$ cat src/rtl/ps2_pkg.sv
// ps2_pkg: shared constants and state encodings for the PS/2 key tracker.
//   PS2_BREAK / PS2_EXT : break and extended-prefix scan bytes
//   rx_state_t          : frame receiver states
//   trk_state_t         : make/break tracker states
package ps2_pkg;
  localparam logic [7:0] PS2_BREAK = 8'hF0;
  localparam logic [7:0] PS2_EXT   = 8'hE0;

  typedef enum logic {
    RX_IDLE  = 1'b0,
    RX_SHIFT = 1'b1
  } rx_state_t;

  typedef enum logic [1:0] {
    TRK_IDLE = 2'd0,
    TRK_HELD = 2'd1,
    TRK_BRK  = 2'd2
  } trk_state_t;
endpackage

$ cat src/rtl/ps2_rx.sv
// ps2_rx: PS/2 frame receiver.
//   Synchronises the pad clock/data, detects falling edges of the PS/2
//   clock and shifts in one 11-bit frame (start, 8 data LSB first, odd
//   parity, stop). A good frame pulses o_byte_vld for one cycle with
//   o_byte; a bad frame pulses o_err instead. A frame stalled for
//   TIMEOUT_CYC cycles is silently discarded.
//   Build option: PS2_PARITY_CHK_EN enables the odd-parity check; without
//   it the parity bit is ignored and only the stop bit is checked.
// Ports:
//   clk, rst_n       system clock, async active-low reset
//   i_ps2_clk/data   raw pad inputs (asynchronous to clk)
//   o_byte_vld       one-cycle pulse, o_byte valid
//   o_byte           received data byte
//   o_err            one-cycle pulse on a dropped (bad) frame
module ps2_rx
  import ps2_pkg::*;
#(
  parameter int TIMEOUT_CYC = 50000
) (
  input  logic       clk,
  input  logic       rst_n,
  input  logic       i_ps2_clk,
  input  logic       i_ps2_data,
  output logic       o_byte_vld,
  output logic [7:0] o_byte,
  output logic       o_err
);
  localparam int TO_W = $clog2(TIMEOUT_CYC + 1);

  logic [2:0]      r_clk_sync;  // [1:0] synchroniser, [2] edge history
  logic [1:0]      r_dat_sync;
  logic            r_fall;
  rx_state_t       r_state;
  logic [3:0]      r_bit_cnt;
  logic [7:0]      r_shift;
  logic [TO_W-1:0] r_to_cnt;
  logic            r_byte_vld;
  logic [7:0]      r_byte;
  logic            r_err;
`ifdef PS2_PARITY_CHK_EN
  logic            r_par;
`endif

  logic w_dat;
  logic w_frame_ok;

  assign w_dat = r_dat_sync[1];

  // Evaluated while the stop bit is being sampled (w_dat is the stop bit).
`ifdef PS2_PARITY_CHK_EN
  assign w_frame_ok = w_dat & (^{r_par, r_shift});
`else
  assign w_frame_ok = w_dat;
`endif

  always_ff @(posedge clk or negedge rst_n) begin
    if (!rst_n) begin
      // Idle PS/2 lines are high; resetting the chain high prevents a
      // phantom falling edge right after reset.
      r_clk_sync <= 3'b111;
      r_dat_sync <= 2'b11;
      r_fall     <= 1'b0;
      r_state    <= RX_IDLE;
      r_bit_cnt  <= '0;
      r_shift    <= '0;
      r_to_cnt   <= '0;
      r_byte_vld <= 1'b0;
      r_byte     <= '0;
      r_err      <= 1'b0;
`ifdef PS2_PARITY_CHK_EN
      r_par      <= 1'b0;
`endif
    end else begin
      r_clk_sync <= {r_clk_sync[1:0], i_ps2_clk};
      r_dat_sync <= {r_dat_sync[0], i_ps2_data};
      // Registered edge strobe: asserted 3 clk after the pad edge.
      r_fall     <= r_clk_sync[2] & ~r_clk_sync[1];
      r_byte_vld <= 1'b0;
      r_err      <= 1'b0;
      case (r_state)
        RX_IDLE: begin
          r_to_cnt <= '0;
          if (r_fall && !w_dat) begin
            r_state   <= RX_SHIFT;
            r_bit_cnt <= '0;
          end
        end
        RX_SHIFT: begin
          if (r_fall) begin
            r_to_cnt  <= '0;
            r_bit_cnt <= r_bit_cnt + 4'd1;
            if (r_bit_cnt < 4'd8) begin
              r_shift <= {w_dat, r_shift[7:1]};
            end else if (r_bit_cnt == 4'd9) begin
              r_state <= RX_IDLE;
              if (w_frame_ok) begin
                r_byte_vld <= 1'b1;
                r_byte     <= r_shift;
              end else begin
                r_err <= 1'b1;
              end
            end
`ifdef PS2_PARITY_CHK_EN
            else begin
              r_par <= w_dat;
            end
`endif
          end else if (r_to_cnt == TO_W'(TIMEOUT_CYC - 1)) begin
            r_state <= RX_IDLE;
          end else begin
            r_to_cnt <= r_to_cnt + 1'b1;
          end
        end
        default: r_state <= RX_IDLE;
      endcase
    end
  end

  assign o_byte_vld = r_byte_vld;
  assign o_byte     = r_byte;
  assign o_err      = r_err;
endmodule

$ cat src/rtl/ps2_key_tracker.sv
// ps2_key_tracker: PS/2 keyboard to seven-segment digit driver.
//   Tracks make/break scan codes, shows the held key's code on two digits
//   (blanked when nothing is held) and a modulo-256 press counter on two
//   always-lit digits.
//   Build option: PS2_PARITY_CHK_EN (passed through to ps2_rx) enables
//   odd-parity checking of received frames.
// Ports:
//   clk, rst_n   system clock, async active-low reset
//   ps2_clk/data raw PS/2 pad inputs
//   code_nib     held scan code ([7:4] high digit, [3:0] low digit)
//   code_clr     blank request for the scan-code digits
//   cnt_nib      press count ([7:4] high digit, [3:0] low digit)
//   frame_err    sticky frame error, cleared only by reset
module ps2_key_tracker
  import ps2_pkg::*;
#(
  parameter int TIMEOUT_CYC = 50000,
  parameter int CNT_W       = 8    // fixed by the two-digit display
) (
  input  logic             clk,
  input  logic             rst_n,
  input  logic             ps2_clk,
  input  logic             ps2_data,
  output logic [7:0]       code_nib,
  output logic             code_clr,
  output logic [CNT_W-1:0] cnt_nib,
  output logic             frame_err
);
  logic       w_byte_vld;
  logic [7:0] w_byte;
  logic       w_err;

  ps2_rx #(.TIMEOUT_CYC(TIMEOUT_CYC)) u_rx (
    .clk       (clk),
    .rst_n     (rst_n),
    .i_ps2_clk (ps2_clk),
    .i_ps2_data(ps2_data),
    .o_byte_vld(w_byte_vld),
    .o_byte    (w_byte),
    .o_err     (w_err)
  );

  trk_state_t       r_state;
  trk_state_t       r_ret;
  logic [7:0]       r_held;
  logic             r_held_vld;
  logic [CNT_W-1:0] r_cnt;
  logic             r_err;

  always_ff @(posedge clk or negedge rst_n) begin
    if (!rst_n) begin
      r_state    <= TRK_IDLE;
      r_ret      <= TRK_IDLE;
      r_held     <= '0;
      r_held_vld <= 1'b0;
      r_cnt      <= '0;
      r_err      <= 1'b0;
    end else begin
      if (w_err) r_err <= 1'b1;
      // The extended prefix carries no key identity; the following byte
      // is tracked like an ordinary code.
      if (w_byte_vld && w_byte != PS2_EXT) begin
        case (r_state)
          TRK_IDLE: begin
            if (w_byte == PS2_BREAK) begin
              r_state <= TRK_BRK;
              r_ret   <= TRK_IDLE;
            end else begin
              r_held     <= w_byte;
              r_held_vld <= 1'b1;
              r_cnt      <= r_cnt + 1'b1;
              r_state    <= TRK_HELD;
            end
          end
          TRK_HELD: begin
            if (w_byte == PS2_BREAK) begin
              r_state <= TRK_BRK;
              r_ret   <= TRK_HELD;
            end else if (w_byte != r_held) begin
              // Typematic repeats of the held code fall through unchanged.
              r_held <= w_byte;
              r_cnt  <= r_cnt + 1'b1;
            end
          end
          TRK_BRK: begin
            if (r_held_vld && w_byte == r_held) begin
              r_held_vld <= 1'b0;
              r_state    <= TRK_IDLE;
            end else begin
              // Release of a key that is not the displayed one.
              r_state <= r_ret;
            end
          end
          default: r_state <= TRK_IDLE;
        endcase
      end
    end
  end

  assign code_nib  = r_held;
  assign code_clr  = ~r_held_vld;
  assign cnt_nib   = r_cnt;
  assign frame_err = r_err;
endmodule

$ cat config.mk
export PLATFORM = sky130hd
export DESIGN_NAME = ps2_key_tracker
export DESIGN_NICKNAME = d
export VERILOG_FILES = /design/src/rtl/ps2_pkg.sv /design/src/rtl/ps2_rx.sv /design/src/rtl/ps2_key_tracker.sv
export SDC_FILE = /design/constraint.sdc
export NUM_CORES = 1
export LEC_CHECK = 0
export ABC_AREA = 0
export BUFFER_PORTS_ARGS = -buffer_cell sky130_fd_sc_hd__clkbuf_2
export CORE_MARGIN = 5
export CORE_UTILIZATION = 55
export CTS_BUF_LIST = sky130_fd_sc_hd__clkbuf_4 sky130_fd_sc_hd__clkbuf_8
export CTS_CLUSTER_DIAMETER = 80
export DETAILED_ROUTE_END_ITERATION = 6
export PLACE_DENSITY = 0.72
export SLEW_MARGIN = 25
export SYNTH_ARGS = -nofsm -noshare
export SYNTH_HDL_FRONTEND = slang
export SYNTH_HIERARCHICAL = 1
export SYNTH_SLANG_ARGS = --single-unit
export TNS_END_PERCENT = 30
$ cat constraint.sdc
create_clock -name clk -period 1.6 [get_ports clk]
set_clock_uncertainty 0.05 [all_clocks]
set_input_delay 0.24 -clock clk [delete_from_list [all_inputs] [get_ports clk]]
set_output_delay 0.24 -clock clk [all_outputs]
set_load 0.01 [all_outputs]
Yosys cells after proc, flatten, opt, wreduce, memory -nomap -nowiden
Cells that the tools add are included.

Bits in registers: 67. Input bits: 4. Output and inout bits: 18. Word-level logic and storage cells: 96.

Add/subtract/negate cells: 3. $lt $le $gt $ge: 1. Eq/ne operators: 17. Muxes and demuxes: 40. Bitwise logic cells: 5. Reduce and logical (&&, ||, !) cells: 14.

Operator list (number): $mux W8 (6); $mux W16 (2); $pmux W16 S2 (1); $pmux W8 S2 (2); $mux W1 (17); $add A16 B1 Y16 const B (1); $eq A16 B16 Y1 const B (1); $ne A2 B2 Y1 const B (6); $mux W2 (5); $reduce_and A5 Y1 (2); $add A8 B1 Y8 const B (1); $eq A8 B8 Y1 (1); $eq A8 B8 Y1 const B (1); $mux W4 (2); $ne A8 B8 Y1 (1); $ne A8 B8 Y1 const B (1); $pmux W4 S2 (1); $reduce_and A4 Y1 (2); $pmux W2 S3 (1); $add A4 B1 Y4 const B (1); $eq A4 B4 Y1 const B (1); $lt A4 B4 Y1 const B (1); $ne A2 B1 Y1 const B (2); $not A1 Y1 (4); other kinds (12) (17).

Depth between registers and ports, before layout
Gate-level depths: netlist (run 1).

Word-level depth: 5. Gate-level depth with buffers: 5. Depth with buffers taken out: 5.

Hierarchy
Netlist (run 1), hierarchy kept.

By module, submodules not included: ps2_rx (instances 1, cells each 170, area each 2026.9 um^2, seq. area each 1132.3 um^2); ps2_key_tracker (instances 1, cells each 104, area each 1216.2 um^2, seq. area each 525.5 um^2).

Least setup slack after synthesis (run 1)
OpenSTA, ideal clock, no wires.

Kind: register -> register. Start point: register u_rx.r_byte[6], in the netlist u_rx/o_byte[6]. End point: register r_cnt[1], in the netlist cnt_nib[1]. Setup time: 0.125 ns. Arrival time: 1.552 ns. Required time: 1.425 ns. Path slack: -0.126 ns. Cell stages (with the launch flop): 5. Path buffers: 0. Clock period less this slack: 1.726 ns. Cell sequence: dfrtp_1 and4b_4 a211o_1 a31oi_4 mux2_2.

Cells in the longest elaborated chain, start to end: 3. Elaborated cells between the ends (all ways): 8. Classes of those cells: eq/ne: 6; reduce/logical: 2.

Ends and longest elaborated chain: start: declaration (RTL line ps2_rx.sv:38) `logic [7:0] r_byte;`; start signal: assignment (RTL line ps2_rx.sv:98) `r_byte <= r_shift;`; $ne A8 B8 Y1, or another cell as far along (RTL line ps2_key_tracker.sv:79) `end else if (w_byte != r_held) begin`; $ne A2 B2 Y1 (no source line) or $logic_and A1 B1 Y1 (tied branches); $reduce_and A5 Y1 (no source line) (*); end signal: assignment (RTL line ps2_key_tracker.sv:71) `r_cnt <= r_cnt + 1'b1;`; end signal: assignment (RTL line ps2_key_tracker.sv:82) `r_cnt <= r_cnt + 1'b1;`; end: declaration (RTL line ps2_key_tracker.sv:47) `logic [CNT_W-1:0] r_cnt;`.

Mark *: on every way between the ends. The rest lies on a longest branch, timed or not. A chain may end at the register's enable or synchronous reset.

Final worst setup path (run 1)
Start point: register u_rx.r_byte[7], in the netlist u_rx/o_byte[7]. End point: register r_held[5], in the netlist code_nib[5].

Cells in the longest elaborated chain, start to end: 3. Elaborated cells between the ends (all ways): 8. Classes of those cells: eq/ne: 6; reduce/logical: 2.

Ends and longest elaborated chain: $ne A8 B8 Y1, or another cell as far along (RTL line ps2_key_tracker.sv:79); $ne A2 B2 Y1 (no source line) or $logic_and A1 B1 Y1 (tied branches); $reduce_and A5 Y1 (no source line) (*); end signal: assignment (RTL line ps2_key_tracker.sv:69) `r_held <= w_byte;`; end signal: assignment (RTL line ps2_key_tracker.sv:81) `r_held <= w_byte;`; end: declaration (RTL line ps2_key_tracker.sv:45) `logic [7:0] r_held;`.

Marked as above.

==> flow_summary.toml, run 1 <==
[place]
dp.cells = 405
dpl.hpwl_um = 4490
io_buffer_count = 21
routabilityCongestion = 0.831

[power]
max-vdd-ir-drop_uv = 621
power.leakage_nw = 1.98
power.total_mw = 4.18
powerDensity_nw_per_um2 = 994

[sta]
setup_violations = 22
setup_slack_ns = -0.240
hold_viol = 0
max_slew_margin = 0.696
rsz0062_at_grt = "true"
fmax_mhz = 543
fin_crit_sh = 1.15
period_minus_slack_ns = 1.84
worstMarginPinSlew_ns = 0.456
slew_viol_final = 0

[cts]
clkTransAtPathRegs_ns = 0.08
cts_tree = "built"
ctsRootBufferMaster = "clkbuf_8"
clock_latency_ns = 0.35
cts_max_level = 3
numCtsBuffers = 9
cts_sinks = 66
clock_path_buffers = 2

[run_status]
outcome = "finished with violations"
violations = "setup timing"

[floorplan]
die_area_um2 = 7530
core_um2 = 5820
fp-row-count = 28
die_w_um = 86.8
start_util = 0.558
ioPinCount = 22
fp.dieH_um = 86.8

[worst_hold_path]
hold_path_class = "in2async"

[worst_setup_path]
r2r_end = "code_nib[5]"
critPathMaxStageDelay_ns = 0.44
path_class = "reg2reg"
cp_max_fo = 8
cpLargestDelayFamily = "compound AO/OA/AOI/OAI gates"
cp_cell_sequence = "and4b_4 -> a211o_4 -> a31oi_4 -> buf_12 -> mux2_4"
crit_cells = 5
r2r_slack_ns = -0.24
startpoint_type = "register"
startpoint = "u_rx/o_byte[7]"
cp.arrival_ns = 2.03
critPathRequiredTime_ns = 1.79
regToRegStartpoint = "u_rx/o_byte[7]"
path_buf_inv = 1
crit_slowest_cell = "dfrtp_1"
critPathCaptureType = "register"
rr_worst_depth = 5

[flow_run]
drv_cap = 0

[detailed_routing]
drc_errors = 0
wirelength_um = 6800
drt_pass1_iterations = 4
drt_iter0_drc = 108
wl_per_cell_um = 15.9
ant_nets = 0
via_per_inst = 5.69
vias = 2428

[cells_and_area]
antenna_cells = 0
final_nets = 355
fin_cells = 427
drive_gt1_frac = 0.384
syn_to_final_growth_pct = 29.7

[logic_synthesis]
ys_types = 58
ys_seq_area_frac = 0.511
synth_edf_count = 0
synth_fp_nets = 282
ys_async_sr_fraction = 1.00
syn_area_per_cell_um2 = 11.8
synth.cell_area_um2 = 3240
ys_ff_latch = 66
synth_ff_type = "dfrtp_1"
syn_inst = 274
yosysWarnings = 6

[grt]
grt_max_degree = 29
grt_pass1_vias = 2471
grt_overflow_total = 0
grt_pass1_wl_um = 11600
antenna_found_initial = 0
grt.total_usage = 0.196
-- through the flow --
step / worst slack, ns / cell area [µm²] / utilization / setup TNS (ns) / hold slack (ns)
after floorplan: -0.126 / 3240 / - / -1.13 / -0.106
after global placement: -0.168 / 3750 / 0.645 / -2.03 / 0.162
after detailed placement: -0.241 / 3750 / 0.645 / -2.48 / 0.158
after CTS: -0.200 / 4080 / 0.701 / -3.01 / 0.306
after global routing: -0.272 / 4210 / 0.723 / -4.82 / 0.316
final: -0.240 / 4210 / 0.723 / -3.30 / 0.304
-- cell usage in the layout, fill, tap and decap left out, drive strengths merged, types with 6 or more instances in the layout --
master,count
mux2i,10
mux2,23
xor2,12
o21ai,7
nor4,10
nand3,11
clkbuf,31
nand4,8
o2bb2ai,7
a21oi,6
inv,14
dfrtp,61
nand2,17
buf,47
nand2b,7
-- cell type report --
cell class	instances	area [µm²]
clock inverter	6	90.1
clock buffer	10	138
inverter	14	52.6
timing repair buffer	71	572
fill	393	1610
tap	75	93.8
sequential	66	1660
multi-input combinational	185	1600
-- sequential cells by signal, indices dropped and copies added, names as in the netlist --
name and count:
code_nib 8, u_rx/r_shift 8, r_ret 1, r_held_vld 1, r_state 2, u_rx/r_to_cnt 16, u_rx/o_byte 8, cnt_nib 8
u_rx/r_clk_sync 3, u_rx/o_err 1, frame_err 1, u_rx/r_fall 1, u_rx/r_state 1, u_rx/r_dat_sync 2, u_rx/o_byte_vld 1, u_rx/r_bit_cnt 4
-- cell families after synthesis --
group / count (synthesis) / synth area share
simple gates: 88 / 0.175
mux: 33 / 0.111
compound gates: 48 / 0.120
xor+xnor: 12 / 0.0324
fa+ha+maj: 4 / 0.0154
buf+inv: 23 / 0.0351
flops: 66 / 0.511
-- power breakdown --
part,switching (mW),internal [mW],leakage [nW]
Combinational,0.294,0.306,0.987
Sequential,0.139,1.84,0.879
Clock,0.683,0.922,0.112
-- repair_timing --
item / CTS / global route
cloned: 0 / 1
pin swaps: 8 / 6
buffers inserted: 2 / 0
hold buffers: 3 / 0
hold endpoints to repair: 17 / 0
endpoints found under the setup margin: 22 / 40
resized for setup: 11 / 15
-- worst max-delay path by stage --
stage / endpoint / slack, ns
after global placement: code_nib[7] / -0.17
final: code_nib[5] / -0.24
after CTS: code_nib[5] / -0.20
after floorplan: cnt_nib[1] / -0.13
after detailed placement: cnt_nib[7] / -0.24
after global routing: code_nib[5] / -0.27
-- metal layers --
| layer | vias to the layer above | track usage | routed length, µm |
|---|---|---|---|
| li1 | 1177 | - | - |
| met1 | 1190 | 0.257 | 3000 |
| met5 | - | 0 | 0 |
| met2 | 49 | 0.313 | 3410 |
| met4 | 0 | 0.105 | 141 |
| met3 | 12 | 0.0314 | 243 |
-- cell usage after synthesis (all sizes together), types with 2 or more instances --
cell     count  area [µm²]
or2          2        12.5
dfrtp       61        1530
nand2       17        63.8
nor3         4        20.0
or3          2        12.5
clkbuf       3        11.3
nor2         5        18.8
mux2        23         259
o21ai        7        35.0
buf          6        50.0
a2111oi      2        23.8
nand2b       7        43.8
nand4        8        56.3
xor2        12         105
o2bb2ai      7        61.3
mux2i       10         100
a22o         2        17.5
o41ai        2        17.5
ha           4        50.1
inv         14        52.6
and2         2        12.5
o21a         3        22.5
and3         4        25.0
a21oi        6        30.0
a31oi        5        46.3
a211o        2        17.5
dfstp        5         131
o31ai        3        22.5
or4b         2        23.8
nor4        10         108
nor2b        4        25.0
nand3       11        60.1
or4          3        22.5
a311oi       3        45.0
(Power assumes the default switching activity.)
==> inputs of run 2 (changes only) <==
--- a/config.mk
+++ b/config.mk
@@ -5,14 +5,14 @@
 export SDC_FILE = /design/constraint.sdc
 export NUM_CORES = 1
 export LEC_CHECK = 0
-export ABC_AREA = 0
+export ABC_AREA = 1
 export BUFFER_PORTS_ARGS = -buffer_cell sky130_fd_sc_hd__clkbuf_2
 export CORE_MARGIN = 5
 export CORE_UTILIZATION = 55
 export CTS_BUF_LIST = sky130_fd_sc_hd__clkbuf_4 sky130_fd_sc_hd__clkbuf_8
 export CTS_CLUSTER_DIAMETER = 80
 export DETAILED_ROUTE_END_ITERATION = 6
-export PLACE_DENSITY = 0.72
+export PLACE_DENSITY_LB_ADDON = 0.05
 export SLEW_MARGIN = 25
 export SYNTH_ARGS = -nofsm -noshare
 export SYNTH_HDL_FRONTEND = slang
==> run 2 against run 1 <==
Effect of this change:
- the flow now finishes without violations
- critical path depth is 4 higher
- die area is 0.86% lower
- global-route usage fell by 1.6 points
- sequential share of layout area is 4.5 points higher
- clock power rose by 9%
- sequential power down 3%
- largest cell class unchanged
- highest routed layer unchanged
==> flow_summary.toml, run 2 <==
[cells_and_area]
syn_to_final_growth_pct = 17.6
final_cell_mix = "101 x nand2_1, 60 x dfrtp_1, 37 x inv_1"
fin_util = 0.678
largest_reg_flops = 16
largest-register = "u_rx/r_to_cnt"
final_common_cell = "nand2_1"
final_nets = 425
antenna_cells = 0
fin_area_um2 = 3780
drive_gt1_frac = 0.227
final.fill_count = 459

[logic_synthesis]
syn_inst = 379
ys_seq_area_frac = 0.516
ys_ff_latch = 66
synth.cell_area_um2 = 3210
syn_area_per_cell_um2 = 8.47
synth_edf_count = 0
synth_area_leaders = "dfrtp_1 48%, nand2_1 12%, nand3_1 4.5%"
synth_ff_type = "dfrtp_1"
yosysWarnings = 6
yosysTopAreaCell = "dfrtp_1"
ys_types = 32
synth_top_area_frac = 0.475
synth_most_common_cell = "nand2_1"
ys_async_sr_fraction = 1.00
synth_common_cells = "101 x nand2_1, 61 x dfrtp_1, 37 x inv_1"
synth_fp_nets = 387

[grt]
grt_pass1_vias = 2358
antenna_found_initial = 0
grt_pass1_wl_um = 10700
grt.total_usage = 0.181
grt_overflow_total = 0
grt_max_degree = 67

[worst_setup_path]
cp_max_fo = 11
cp.arrival_ns = 1.73
path_class = "reg2reg"
startpoint = "u_rx/o_byte[1]"
rr_worst_depth = 9
regToRegStartpoint = "u_rx/o_byte[1]"
startpoint_type = "register"
critPathCaptureType = "register"
critPathRequiredTime_ns = 1.79

[detailed_routing]
wl_per_cell_um = 12.8
via_per_inst = 5.10
wirelength_um = 6340
drc_errors = 0
drt_iter0_drc = 125
drt_pass1_iterations = 4
vias = 2519
ant_nets = 0

[floorplan]
fp.dieH_um = 86.4
die_w_um = 86.4
core_um2 = 5570
die_area_um2 = 7470
ioPinCount = 22
start_util = 0.576
fp-row-count = 27

[power]
pwr-share-comb = 0.101
powerDensity_nw_per_um2 = 1080
switching_share = 0.243
switchingPower_mw = 0.993
clkPwrFrac = 0.429
p_int_mw = 3.10
power.leakage_nw = 1.83
max-vdd-ir-drop_uv = 837
seqPwrFrac = 0.470

[cts]
clock_path_buffers = 2
cts_tree = "built"
numCtsBuffers = 9
cts_sinks = 66
post_cts_buffers = 0
cts_max_level = 3
clkTransAtPathRegs_ns = 0.07
ctsRootBufferMaster = "clkbuf_8"
clock_latency_ns = 0.34

[place]
io_buffer_count = 21
routabilityCongestion = 0.885
placed_area_um2 = 3430
dpl.hpwl_um = 4110

[sta]
worstMarginPinSlew_ns = 0.336
setup_violations = 0
max_slew_margin = 0.776
rsz0062_at_grt = "true"
period_minus_slack_ns = 1.54
hold_viol = 0
fmax_mhz = 650
fin_crit_sh = 0.961
slew_viol_final = 0

[worst_hold_path]
hold_path_class = "reg2reg"
hp-start = "u_rx/r_dat_sync[0]"
min_path_cells = 0

[flow_run]
drv_cap = 0

[run_status]
outcome = "complete, no violations"
-- run 2: cell count changes after synthesis, sizes merged, moves of 7 or more --
cell	previous run	this run
mux2	23	0
nand3	11	30
nor2	5	39
mux2i	10	0
o21ai	7	29
xor2	12	3
nand2b	7	0
inv	14	44
nor4	10	0
o2bb2ai	7	0
xnor2	0	9
nand2	17	114
-- run 2: repair_timing --
item                                   4_1_cts  5_1_grt
setup endpoints to repair                    3       17
pin swaps                                    0        5
gates resized for setup                      1       12
endpoints found under the hold margin       63        0
hold buffers                                 3        0
cloned                                       0        1
-- run 2: logic make-up (layout without fill, tap and decap cells) --
kind of cell               count (synthesis)  count (layout)  synth area share
and+or+nand+nor                          206             207             0.295
DFF                                       66              66             0.516
buffers and inverters                     51              93            0.0690
xor gates and xnor gates                  12              12            0.0327
adders and majority gates                  4               4            0.0156
AOI/OAI and AO/OA                         40              40            0.0721
-- run 2: layout make-up --
type	count	area (µm²)	area share
multi-input cells	263	1390	0.367
flip-flops and latches	66	1660	0.439
inverters	44	165	0.0437
repair buffers	33	226	0.0599
clock inverters	4	98.8	0.0262
well taps	72	90.1	0.0238
clock buffers	12	153	0.0404
-- run 2: power groups by stage --
stage	Combinational (mW)	Clock (mW)	Sequential [mW]
after floorplan	0.278	0	1.93
after global placement	0.391	0	1.95
after detailed placement	0.400	0	1.95
after CTS	0.408	1.79	1.92
after global routing	0.473	1.87	1.94
final	0.412	1.75	1.92
-- run 2: stage by stage --
step | TNS, ns | hold slack [ns] | setup WS (ns) | total power [mW] | std cells
floorplan | 0 | -0.106 | 0.248 | 2.21 | 379
global route | -0.205 | 0.312 | -0.0501 | 4.29 | 494
CTS | 0 | 0.308 | 0.00215 | 4.12 | 493
global placement | 0 | 0.233 | 0.0603 | 2.34 | 474
detailed placement | 0 | 0.236 | 0.0194 | 2.35 | 474
finish | 0 | 0.307 | 0.0626 | 4.09 | 494
-- run 2: routing by layer --
layer / GRT usage / wire length [µm] / vias to the layer above
li1: - / - / 1291
met1: 0.236 / 2970 / 1181
met2: 0.283 / 3030 / 39
met3: 0.0513 / 250 / 8
met4: 0.0751 / 84 / 0
met5: 0 / 0 / -
-- run 2: worst paths after layout --
path | slack (ns) | endpoint
min in group asynchronous | 0.39 | cnt_nib[3]
max reg2reg | 0.06 | r_state[0]
max | 0.06 | r_state[0]
min reg2reg | 0.31 | u_rx/r_dat_sync[1]
min | 0.31 | u_rx/r_dat_sync[1]
max in group asynchronous | 0.79 | u_rx/r_dat_sync[1]
-- run 2: critical path: stages (launching register included) --
cell     delay (ns)
dfrtp_1        0.42
inv_2          0.10
nand2_2        0.07
nor3_4         0.24
nand2_1        0.10
nand2_2        0.09
nor2_4         0.07
buf_6          0.15
a21oi_2        0.10
nand2_1        0.06
